`src/rtl/posit_mul_arb_if.sv`:
```
// rtl/posit_mul_arb_if.sv - requester, response and multiplier signals of posit_mul_arb
interface posit_mul_arb_if;
  logic        req0_valid;
  logic [31:0] req0_a;
  logic [31:0] req0_b;
  logic        req0_ready;
  logic        req1_valid;
  logic [31:0] req1_a;
  logic [31:0] req1_b;
  logic        req1_ready;
  logic        rsp_valid;
  logic        rsp_ready;
  logic        rsp_id;
  logic [31:0] rsp_result;
  logic        rsp_nar;
  logic        rsp_zero;
  logic        rsp_timeout;
  logic        mul_start;
  logic [31:0] mul_a;
  logic [31:0] mul_b;
  logic [31:0] mul_result;
  logic        mul_done;
  logic        mul_nar;
  logic        mul_zero;
  logic        mul_abort;

  modport slave (
    input  req0_valid, req0_a, req0_b, req1_valid, req1_a, req1_b, rsp_ready,
    input  mul_result, mul_done, mul_nar, mul_zero,
    output req0_ready, req1_ready, rsp_valid, rsp_id, rsp_result, rsp_nar, rsp_zero,
    output rsp_timeout, mul_start, mul_a, mul_b, mul_abort
  );

  modport master (
    output req0_valid, req0_a, req0_b, req1_valid, req1_a, req1_b, rsp_ready,
    output mul_result, mul_done, mul_nar, mul_zero,
    input  req0_ready, req1_ready, rsp_valid, rsp_id, rsp_result, rsp_nar, rsp_zero,
    input  rsp_timeout, mul_start, mul_a, mul_b, mul_abort
  );
endinterface

```
`src/rtl/posit_mul_arb.sv`:
```
// rtl/posit_mul_arb.sv - round-robin sharing of one multi-cycle posit multiplier by two requesters
module posit_mul_arb #(
  parameter int unsigned TIMEOUT_CYCLES = 64
) (
  input logic             clk,
  input logic             rst,
  posit_mul_arb_if.slave  bus
);

  typedef enum logic [1:0] {IDLE, ISSUE, BUSY, RESP} state_t;

  localparam bit          WD_EN   = (TIMEOUT_CYCLES != 0);
  localparam logic [15:0] WD_LAST = 16'(TIMEOUT_CYCLES - 1);

  state_t      state;
  state_t      state_nxt;
  logic        last_grant;
  logic [15:0] wd_cnt;
  logic        grant0;
  logic        grant1;
  logic        accept;
  logic        timeout_hit;

  logic [31:0] mul_a_q;
  logic [31:0] mul_b_q;
  logic        rsp_id_q;
  logic [31:0] rsp_result_q;
  logic        rsp_nar_q;
  logic        rsp_zero_q;
  logic        rsp_timeout_q;

  // On a tie the requester that did not win last time is granted.
  assign grant0      = bus.req0_valid & (~bus.req1_valid | last_grant);
  assign grant1      = bus.req1_valid & (~bus.req0_valid | ~last_grant);
  assign accept      = (state == IDLE) & (grant0 | grant1);
  assign timeout_hit = WD_EN & (state == BUSY) & ~bus.mul_done & (wd_cnt == WD_LAST);

  always_ff @(posedge clk or posedge rst) begin
    if (rst) state <= IDLE;
    else     state <= state_nxt;
  end

  always_comb begin
    state_nxt = state;
    case (state)
      IDLE:    if (accept) state_nxt = ISSUE;
      ISSUE:   if (!bus.mul_done) state_nxt = BUSY;
      BUSY:    if (bus.mul_done || timeout_hit) state_nxt = RESP;
      RESP:    if (bus.rsp_ready) state_nxt = IDLE;
      default: state_nxt = IDLE;
    endcase
  end

  // Combinational outputs are also gated by rst so they drop while reset is held.
  always_comb begin
    bus.req0_ready = 1'b0;
    bus.req1_ready = 1'b0;
    bus.mul_start  = 1'b0;
    bus.mul_abort  = 1'b0;
    bus.rsp_valid  = 1'b0;
    if (!rst) begin
      bus.req0_ready = (state == IDLE) & grant0;
      bus.req1_ready = (state == IDLE) & grant1;
      bus.mul_start  = (state == ISSUE) & ~bus.mul_done;
      bus.mul_abort  = timeout_hit;
      bus.rsp_valid  = (state == RESP);
    end
  end

  always_ff @(posedge clk or posedge rst) begin
    if (rst) begin
      last_grant    <= 1'b1;
      wd_cnt        <= 16'd0;
      mul_a_q       <= 32'd0;
      mul_b_q       <= 32'd0;
      rsp_id_q      <= 1'b0;
      rsp_result_q  <= 32'd0;
      rsp_nar_q     <= 1'b0;
      rsp_zero_q    <= 1'b0;
      rsp_timeout_q <= 1'b0;
    end else begin
      if (accept) begin
        mul_a_q    <= grant1 ? bus.req1_a : bus.req0_a;
        mul_b_q    <= grant1 ? bus.req1_b : bus.req0_b;
        rsp_id_q   <= grant1;
        last_grant <= grant1;
      end
      if (state == ISSUE && !bus.mul_done) begin
        wd_cnt <= 16'd0;
      end
      if (state == BUSY) begin
        if (bus.mul_done) begin
          rsp_result_q  <= bus.mul_result;
          rsp_nar_q     <= bus.mul_nar;
          rsp_zero_q    <= bus.mul_zero;
          rsp_timeout_q <= 1'b0;
        end else begin
          wd_cnt <= wd_cnt + 16'd1;
          if (timeout_hit) begin
            rsp_result_q  <= 32'h8000_0000;
            rsp_nar_q     <= 1'b1;
            rsp_zero_q    <= 1'b0;
            rsp_timeout_q <= 1'b1;
          end
        end
      end
    end
  end

  assign bus.mul_a       = mul_a_q;
  assign bus.mul_b       = mul_b_q;
  assign bus.rsp_id      = rsp_id_q;
  assign bus.rsp_result  = rsp_result_q;
  assign bus.rsp_nar     = rsp_nar_q;
  assign bus.rsp_zero    = rsp_zero_q;
  assign bus.rsp_timeout = rsp_timeout_q;

endmodule

```
`src/flat_wrapper.sv`:
```
// flat-port wrapper written by rule: the top's interface ports become plain ports
module posit_mul_arb_flat 
#(
  parameter int unsigned TIMEOUT_CYCLES = 64
)
  (clk, rst, bus_req0_valid, bus_req0_a, bus_req0_b, bus_req1_valid, bus_req1_a, bus_req1_b, bus_rsp_ready, bus_mul_result, bus_mul_done, bus_mul_nar, bus_mul_zero, bus_req0_ready, bus_req1_ready, bus_rsp_valid, bus_rsp_id, bus_rsp_result, bus_rsp_nar, bus_rsp_zero, bus_rsp_timeout, bus_mul_start, bus_mul_a, bus_mul_b, bus_mul_abort);
  posit_mul_arb_if bus_i ();
  input logic clk;
  input logic rst;
  input wire logic [$bits(bus_i.req0_valid)-1:0] bus_req0_valid;
  input wire logic [$bits(bus_i.req0_a)-1:0] bus_req0_a;
  input wire logic [$bits(bus_i.req0_b)-1:0] bus_req0_b;
  input wire logic [$bits(bus_i.req1_valid)-1:0] bus_req1_valid;
  input wire logic [$bits(bus_i.req1_a)-1:0] bus_req1_a;
  input wire logic [$bits(bus_i.req1_b)-1:0] bus_req1_b;
  input wire logic [$bits(bus_i.rsp_ready)-1:0] bus_rsp_ready;
  input wire logic [$bits(bus_i.mul_result)-1:0] bus_mul_result;
  input wire logic [$bits(bus_i.mul_done)-1:0] bus_mul_done;
  input wire logic [$bits(bus_i.mul_nar)-1:0] bus_mul_nar;
  input wire logic [$bits(bus_i.mul_zero)-1:0] bus_mul_zero;
  output wire logic [$bits(bus_i.req0_ready)-1:0] bus_req0_ready;
  output wire logic [$bits(bus_i.req1_ready)-1:0] bus_req1_ready;
  output wire logic [$bits(bus_i.rsp_valid)-1:0] bus_rsp_valid;
  output wire logic [$bits(bus_i.rsp_id)-1:0] bus_rsp_id;
  output wire logic [$bits(bus_i.rsp_result)-1:0] bus_rsp_result;
  output wire logic [$bits(bus_i.rsp_nar)-1:0] bus_rsp_nar;
  output wire logic [$bits(bus_i.rsp_zero)-1:0] bus_rsp_zero;
  output wire logic [$bits(bus_i.rsp_timeout)-1:0] bus_rsp_timeout;
  output wire logic [$bits(bus_i.mul_start)-1:0] bus_mul_start;
  output wire logic [$bits(bus_i.mul_a)-1:0] bus_mul_a;
  output wire logic [$bits(bus_i.mul_b)-1:0] bus_mul_b;
  output wire logic [$bits(bus_i.mul_abort)-1:0] bus_mul_abort;
  assign bus_i.req0_valid = bus_req0_valid;
  assign bus_i.req0_a = bus_req0_a;
  assign bus_i.req0_b = bus_req0_b;
  assign bus_i.req1_valid = bus_req1_valid;
  assign bus_i.req1_a = bus_req1_a;
  assign bus_i.req1_b = bus_req1_b;
  assign bus_i.rsp_ready = bus_rsp_ready;
  assign bus_i.mul_result = bus_mul_result;
  assign bus_i.mul_done = bus_mul_done;
  assign bus_i.mul_nar = bus_mul_nar;
  assign bus_i.mul_zero = bus_mul_zero;
  assign bus_req0_ready = bus_i.req0_ready;
  assign bus_req1_ready = bus_i.req1_ready;
  assign bus_rsp_valid = bus_i.rsp_valid;
  assign bus_rsp_id = bus_i.rsp_id;
  assign bus_rsp_result = bus_i.rsp_result;
  assign bus_rsp_nar = bus_i.rsp_nar;
  assign bus_rsp_zero = bus_i.rsp_zero;
  assign bus_rsp_timeout = bus_i.rsp_timeout;
  assign bus_mul_start = bus_i.mul_start;
  assign bus_mul_a = bus_i.mul_a;
  assign bus_mul_b = bus_i.mul_b;
  assign bus_mul_abort = bus_i.mul_abort;
  posit_mul_arb #(.TIMEOUT_CYCLES(TIMEOUT_CYCLES)) u_core (.clk(clk), .rst(rst), .bus(bus_i));
endmodule
```
`config.mk`:
```
export PLATFORM = sky130hd
export DESIGN_NAME = posit_mul_arb_flat
export DESIGN_NICKNAME = d
export VERILOG_FILES = /design/src/rtl/posit_mul_arb_if.sv /design/src/rtl/posit_mul_arb.sv /design/src/flat_wrapper.sv
export SDC_FILE = /design/constraint.sdc
export NUM_CORES = 1
export LEC_CHECK = 0
export CELL_PAD_IN_SITES_DETAIL_PLACEMENT = 2
export CELL_PAD_IN_SITES_GLOBAL_PLACEMENT = 2
export CORE_MARGIN = 1.5
export CORE_UTILIZATION = 26
export DETAILED_ROUTE_END_ITERATION = 16
export PLACE_DENSITY_LB_ADDON = 0.3
export REMOVE_ABC_BUFFERS = 1
export SETUP_SLACK_MARGIN = 0.02
export SLEW_MARGIN = 25
export SYNTH_ARGS = -nofsm -noshare
export SYNTH_HDL_FRONTEND = slang
export SYNTH_SLANG_ARGS = --single-unit
```
`constraint.sdc`:
```
create_clock -name clk -period 7.15 [get_ports clk]
set_clock_uncertainty 0.2 [all_clocks]
set_input_delay 1.43 -clock clk [delete_from_list [all_inputs] [get_ports clk]]
set_output_delay 1.43 -clock clk [all_outputs]
set_load 0.05 [all_outputs]
```
## Word level (Yosys, flattened, before mapping)

Index checks and enable logic that the tools add are counted.

- Muxes and demuxes: 22
- Add/subtract/negate cells: 1
- Reductions and logical operators: 7
- Equal/unequal tests: 8
- Bitwise operators: 15

Operator list:

| cell | number |
|---|---|
| 2-to-1 mux 32 bit | 4 |
| 2-to-1 mux 16 bit | 3 |
| adder 16 x 1 -> 16 bit (second input constant) | 1 |
| == test 16 x 6 -> 1 bit (second input constant) | 1 |
| 2-to-1 mux 1 bit | 10 |
| AND 1 bit | 8 |
| 2-to-1 mux 2 bit | 4 |
| case mux 2 bit (4 select lines) | 1 |
| != test 2 bit (second input constant) | 3 |
| == test 2 bit (second input constant) | 2 |
| inverter 1 bit | 4 |
| AND reduction 4 bit | 1 |
| OR 1 bit | 3 |
| == test 2 x 1 -> 1 bit (second input constant) | 1 |
| zero test 2 bit | 1 |
| != test 2 x 1 -> 1 bit (second input constant) | 1 |
| AND reduction 2 bit | 1 |
| nonzero test 2 bit | 1 |
| logical AND 1 bit | 1 |
| zero test 1 bit | 1 |
| logical OR 1 bit | 1 |

- Register bits after elaboration: 119
- Word-level logic and storage cells: 63

## Logic depth before layout (Yosys ltp)

Gate-level depths: netlist of run 1.

- Depth after elaboration: 7
- Depth in mapped cells: 9
- Depth with buffers taken out: 6

## Least setup slack after synthesis of run 1

No wires, ideal clock.

- Path kind: in2out
- From: in rst
- To: out bus_req1_ready
- Cell stages on the path: 2
- Buffers on the path: 0
- Data arrival time: 4.663 ns
- Setup slack: 0.857 ns
- Cells stage by stage: inv_1 > and3_1

- Word-level cells in the longest chain between the ends: 1

RTL lines:

| what | line | text |
|---|---|---|
| start: declaration | flat_wrapper.sv:9 | `input logic rst;` |
| 2-to-1 mux 1 bit | posit_mul_arb.sv:61 | `if (!rst) begin` |
| end: declaration | flat_wrapper.sv:22 | `output wire logic [$bits(bus_i.req1_ready)-1:0] bus_req1_ready;` |

No other way between the ends.

## Worst setup path in the final report of run 1

Ends and elaborated chain as after synthesis.

==> results of run 1 <==
[sequential cells by signal, indices dropped and copies added, names as in the netlist]
| signal | flops |
|---|---|
| u_core.wd_cnt | 16 |
| u_core.bus.rsp_zero | 1 |
| u_core.state | 2 |
| u_core.bus.mul_b | 32 |
| u_core.bus.rsp_timeout | 1 |
| u_core.bus.rsp_result | 32 |
| u_core.bus.rsp_nar | 1 |
| u_core.bus.mul_a | 32 |
| u_core.last_grant | 1 |
| u_core.bus.rsp_id | 1 |
[layout make-up]
class / count / area share, %
Sequential cell: 119 / 32.0
Timing Repair Buffer: 278 / 29.7
Multi-Input combinational cell: 419 / 28.3
Clock buffer: 23 / 5.02
Tap cell: 280 / 3.76
Clock inverter: 9 / 1.07
Inverter: 3 / 0.148
Antenna cell: 1 / 0.0268
[power groups by stage]
stage	registers [mW]	logic (mW)	clock network, mW
2_1_floorplan	1.96	0.641	0
3_3_place_gp	1.11	2.25	0
3_5_place_dp	1.13	2.31	0
4_1_cts	1.12	2.33	0.856
5_1_grt	1.16	2.46	0.888
6_report	1.12	2.30	0.835
[cells in the final DEF (no fill, tap or decap), types with 2 or more instances in the layout]
cell type        count
clkbuf_16           17
dfrtp_1            118
and2_1               2
mux2i_1             72
and3_1               4
o21ai_0             88
buf_4                6
inv_1                2
and4_1               3
nand3_1              9
a21oi_1             34
clkdlybuf4s50_1    272
nor2b_1             34
nand2_1             79
ha_1                 6
o21ai_1             12
clkbuf_1             4
clkinv_2             5
nand4_1              4
o31a_1               2
o22a_1               2
bufinv_16            2
a31oi_1              3
nand2b_1            33
clkinvlp_4           2
clkbuf_8             2
nor2_1               7
[stage by stage]
stage                     cells  setup WS, ns  utilization (%)
after floorplan             541         -1.16                -
after global placement     1099          1.78             40.0
after detailed placement   1099          1.77             40.0
after CTS                  1131          1.75             42.6
after global routing       1132          1.66             42.6
final                      1132          1.84             42.6
[tightest hold or removal path, delay by kind of cell, from the launching register on]
kind | cells | cell delay, ns
AND/OR/NAND/NOR | 1 | 0.04
AO/OA/AOI/OAI | 1 | 0.06
flip-flops | 1 | 0.34
[kinds of logic (layout without fill, tap and decap cells)]
family,count (synthesis),count (layout),synth area share (%)
fa+ha+maj,6,6,1.29
other cells,0,1,0
compound gates,152,152,14.0
mux,73,73,12.6
xor+xnor,1,1,0.151
simple gates,187,187,17.0
flops,119,119,51.3
buf+inv,42,313,3.68
[path summary, 6_finish.rpt]
check,startpoint,to,cells after the start
max,rst,bus_req1_ready,4
min,u_core.bus.mul_b[9]$_DFFE_PP0P_,u_core.bus.mul_b[9]$_DFFE_PP0P_,2
max reg2reg,u_core.state[0]$_DFFE_PP0P_,u_core.bus.rsp_result[29]$_DFFE_PP0P_,7
min reg2reg,u_core.bus.mul_b[9]$_DFFE_PP0P_,u_core.bus.mul_b[9]$_DFFE_PP0P_,2
max in group asynchronous,rst,u_core.bus.mul_b[14]$_DFFE_PP0P_,3
min in group asynchronous,rst,u_core.wd_cnt[3]$_DFF_PP0_,2
[per-layer routing]
| metal | share of wire (%) | up-vias |
|---|---|---|
| li1 | - | 2521 |
| met1 | 39 | 2653 |
| met2 | 51 | 188 |
| met3 | 9.1 | 20 |
| met4 | 1.3 | 0 |
| met5 | 0 | - |
==> impl_metrics.json, run 1 <==
{
  "p_clk_share_pct": 19.6,
  "design_area_um2": 9320,
  "period_share_pct": 74.3,
  "drive_gt1_share_pct": 5.64,
  "critPathMostFrequentCell": "clkdlybuf4s50_1",
  "synthArstFlopShare_pct": 100,
  "rows": 54,
  "p_switching_mw": 2.00,
  "worstPathRequired_ns": 5.52,
  "critPathMaxFanout": 57,
  "cts_root_buffer": "clkbuf_16",
  "drtPass1Iterations": 3,
  "grt_pass1_vias": 6216,
  "nNetsFinal": 1012,
  "path_clk_slew_ns": 0.05,
  "seq_area_frac_synth_pct": 51.3,
  "grt_first_pass_wirelength_mm": 34.9,
  "multi_input_area_um2": 2640,
  "place_area_um2": 8750,
  "cts_tree": "built",
  "synth.distinct_cells": 48,
  "ys_ff_latch": 119,
  "cts_hold_buffers": 0,
  "grt_use_met1_pct": 21.3,
  "setup_viol": 0,
  "cts_made_buffers": 17,
  "netlist_area_um2": 5810,
  "criticalPathCategory": "input pin to output pin",
  "arrival_ns": 3.68,
  "antenna_found_initial": 1,
  "grt-ovfl-total": 0,
  "fin_total_pwr_mw": 4.25,
  "vias_per_cell": 4.75,
  "grt_usage_pct": 19.1,
  "clk_latency_ns": 0.41,
  "swShare_pct": 47.1,
  "initial_core_util_pct": 26.5,
  "gp_congestion": 0.768,
  "worst_path_max_delay_cell": "clkdlybuf4s50_1",
  "max_slew_margin_pct": 39.2,
  "design.die.area_um2": 23300,
  "numClockSinks": 119,
  "io_pins": 273,
  "whs_ns": 0.279,
  "synthTopCellsByCount": "118 x dfrtp_1, 89 x o21ai_0, 79 x nand2_1",
  "grt_max_degree": 94,
  "synthTopCellsByArea": "dfrtp_1 51%, mux2i_1 12%, o21ai_0 7.7%",
  "avgSynthCellArea_um2": 10.0,
  "synthCells": 580,
  "yosys_warnings": 0,
  "drv_cap": 0,
  "cp_top_family": "buffers and inverters",
  "synth_edf_count": 0,
  "hold_class": "flop to flop",
  "synth_area_leader_cell": "dfrtp_1",
  "core_region_area_um2": 21900,
  "period_minus_slack_ns": 5.31,
  "worst_path_largest_cell_delay_ns": 0.81,
  "fmax_mhz": 188,
  "endpoint_kind": "output pin",
  "ctsHtreeMaxLevel": 4,
  "dp_hpwl_mm": 16.1,
  "vias": 5382,
  "ant_nets": 0,
  "p_per_area_nw_per_um2": 456,
  "postCtsSetupBuffers": 0,
  "worstMarginPinSlew_ns": 0.912,
  "die_h_um": 152,
  "final_hold_viol_count": 0,
  "wire_per_inst_um": 19.3,
  "rrSetupSlack_ns": 4.29,
  "use_met3_pct": 7.79,
  "cp_num_buf_inv": 3,
  "met2_usage_pct": 33.2,
  "grt.busiest_layer": "met2",
  "pwr-share-seq_pct": 26.3,
  "final.setup.tns_ns": 0,
  "die_width_um": 152,
  "path_cells": "clkdlybuf4s50_1, inv_4, and3_1, clkdlybuf4s50_1",
  "yosysMostFrequentCell": "dfrtp_1",
  "start_kind": "input pin",
  "synth_ff_type": "dfrtp_1",
  "postCtsResizedCells": 0,
  "finalWirelength_mm": 21.8,
  "synth_top_cell_area_share_pct": 50.8,
  "fillers": 2322,
  "drc": 0,
  "area_delta_synth_final_pct": 60.4,
  "status": "completed",
  "rsz0062_at_grt": "false",
  "p_leak_nw": 3.90,
  "p_int_mw": 2.25,
  "drv_slew": 0,
  "comb_power_share_pct": 54.0,
  "cts.path.max_buffers": 2,
  "vdd_ir_drop_max_v": 0.000186,
  "first_iter_violations": 149,
  "io_buffers": 272,
  "regArea_um2": 2980
}
No activity file was read; power rests on OpenSTA's default activity.
==> run 2, diff against run 1 <==
CORE_UTILIZATION = 24   (was 26)
clock period = 5.5 ns   (was 7.15 ns; I/O delays follow)
==> run 2 against run 1 <==
  * Via count rose by 0.35%
  * Global-route usage down 1.0 points
  * Power is 30% higher
  * Die area grew 8.2%
  * Critical path depth is the same
  * Register-to-register slack worse by 1.7 ns
  * Clock power is 33% higher
  * Worst hold slack better by 0.0015 ns
==> impl_metrics.json, run 2 (synthesized netlist as in run 1, its figures left out) <==
{
  "cts_made_buffers": 17,
  "path_clk_slew_ns": 0.06,
  "io_pins": 273,
  "io_buffers": 272,
  "ctsHtreeMaxLevel": 4,
  "vias_per_cell": 4.62,
  "status": "completed",
  "design.die.area_um2": 25200,
  "drc": 0,
  "gp_congestion": 0.709,
  "drv_cap": 0,
  "numClockSinks": 119,
  "period_minus_slack_ns": 4.48,
  "worstMarginPinSlew_ns": 1.04,
  "cts.path.max_buffers": 2,
  "final_common_cell": "clkdlybuf4s50_1",
  "worst_path_max_delay_cell": "clkdlybuf4s50_1",
  "first_iter_violations": 125,
  "setup_viol": 0,
  "grt_first_pass_wirelength_mm": 34.3,
  "hold_class": "flop to flop",
  "drive_gt1_share_pct": 5.89,
  "arrival_ns": 3.18,
  "clk_latency_ns": 0.41,
  "antenna_found_initial": 1,
  "area_delta_synth_final_pct": 61.7,
  "start_kind": "input pin",
  "pre_cts_slack_ns": 1.02,
  "place_area_um2": 8810,
  "cts_hold_buffers": 0,
  "final.setup.tns_ns": 0,
  "postCtsSetupBuffers": 0,
  "path_cells": "clkdlybuf4s50_1, a21boi_4, and3_1, clkdlybuf4s50_1",
  "grt_usage_pct": 18.0,
  "startpoint": "bus_req1_valid",
  "critPathMostFrequentCell": "clkdlybuf4s50_1",
  "cts_tree": "built",
  "fmax_mhz": 223,
  "critPathMaxFanout": 8,
  "cts_root_buffer": "clkbuf_16",
  "nNetsFinal": 1012,
  "drv_slew": 0,
  "initial_core_util_pct": 24.6,
  "dp_hpwl_mm": 16.1,
  "worstHoldStart": "u_core.bus.mul_a[31]$_DFFE_PP0P_",
  "max_slew_margin_pct": 30.9,
  "design_area_um2": 9400,
  "vias": 5401,
  "worst_path_largest_cell_delay_ns": 0.83,
  "die_width_um": 159,
  "ant_nets": 0,
  "worstPathRequired_ns": 4.20,
  "endpoint_kind": "output pin",
  "rows": 56,
  "finalWirelength_mm": 22.1,
  "wire_per_inst_um": 18.9,
  "grt_max_degree": 129,
  "layout_common_cells": "271 x clkdlybuf4s50_1, 118 x dfrtp_1, 88 x o21ai_0",
  "p_leak_nw": 3.91,
  "criticalPathCategory": "input pin to output pin",
  "fillers": 2521,
  "setup_ws_ns": 1.02,
  "placed_cells": 1138,
  "grt-ovfl-total": 0,
  "rsz0062_at_grt": "false",
  "final_cells": 1169,
  "die_h_um": 159,
  "vdd_ir_drop_max_v": 0.000240,
  "postCtsResizedCells": 0,
  "grt_pass1_vias": 6274,
  "core_region_area_um2": 23600,
  "final_hold_viol_count": 0,
  "period_share_pct": 81.4,
  "r2r_start": "u_core.state[0]$_DFFE_PP0P_",
  "drtPass1Iterations": 4,
  "final_util_pct": 39.8,
  "p_per_area_nw_per_um2": 590
}
run 2: cell count changes in the layout (fill, tap and decap cells not counted):
cell,previous run,this run
clkinvlp_4,2,3
clkinv_2,5,3
buf_12,0,1
clkdlybuf4s50_1,272,271
clkbuf_1,4,1
clkbuf_8,2,4
run 2: path summary, 6_finish.rpt:
kind / to / slack (ns) / cells after the start
worst max register to register: u_core.bus.rsp_result[12]$_DFFE_PP0P_ / 2.62 / 7
worst max-delay path: bus_req1_ready / 1.02 / 4
worst min register to register: u_core.bus.mul_a[31]$_DFFE_PP0P_ / 0.28 / 2
min in group asynchronous: u_core.wd_cnt[1]$_DFF_PP0_ / 1.25 / 3
max in group asynchronous: u_core.bus.mul_b[4]$_DFFE_PP0P_ / 2.45 / 4
worst min-delay path: u_core.bus.mul_a[31]$_DFFE_PP0P_ / 0.28 / 2
run 2: final cells by class:
| class | instances | area [µm²] | share of cell area, % |
|---|---|---|---|
| multi-input combinational | 419 | 2640 | 28.1 |
| antenna | 1 | 2.50 | 0.0266 |
| timing repair buffer | 278 | 2780 | 29.6 |
| clock buffer | 22 | 484 | 5.15 |
| inverter | 3 | 13.8 | 0.146 |
| clock inverter | 8 | 97.6 | 1.04 |
| sequential | 119 | 2980 | 31.7 |
| tap | 319 | 399 | 4.25 |
run 2: critical path, delay by kind of cell:
kind                   cells  cell delay (ns)
AOI/OAI and AO/OA          1             0.39
buffers and inverters      2             1.46
and+or+nand+nor            1             0.23
run 2: layer usage:
layer  share of wire, %  wire length (µm)  vias to the layer above  track usage (%)
met4                1.2               274                        0             5.70
met2                 50             11000                      187             31.0
li1                   -                 -                     2520                -
met1                 37              8220                     2675             19.0
met5                  0                 0                        -                0
met3                 12              2600                       19             9.44
run 2: through the flow:
stage	power (mW)	hold slack (ns)
after floorplan	3.38	0.246
after global placement	4.35	0.263
after detailed placement	4.48	0.275
after CTS	5.63	0.286
after global routing	5.90	0.306
final	5.55	0.281
run 2: where the power goes:
group | switching (mW) | leakage [nW] | internal, mW
Combinational | 1.97 | 2.21 | 1.01
Sequential | 0.222 | 1.43 | 1.23
Clock | 0.407 | 0.280 | 0.708
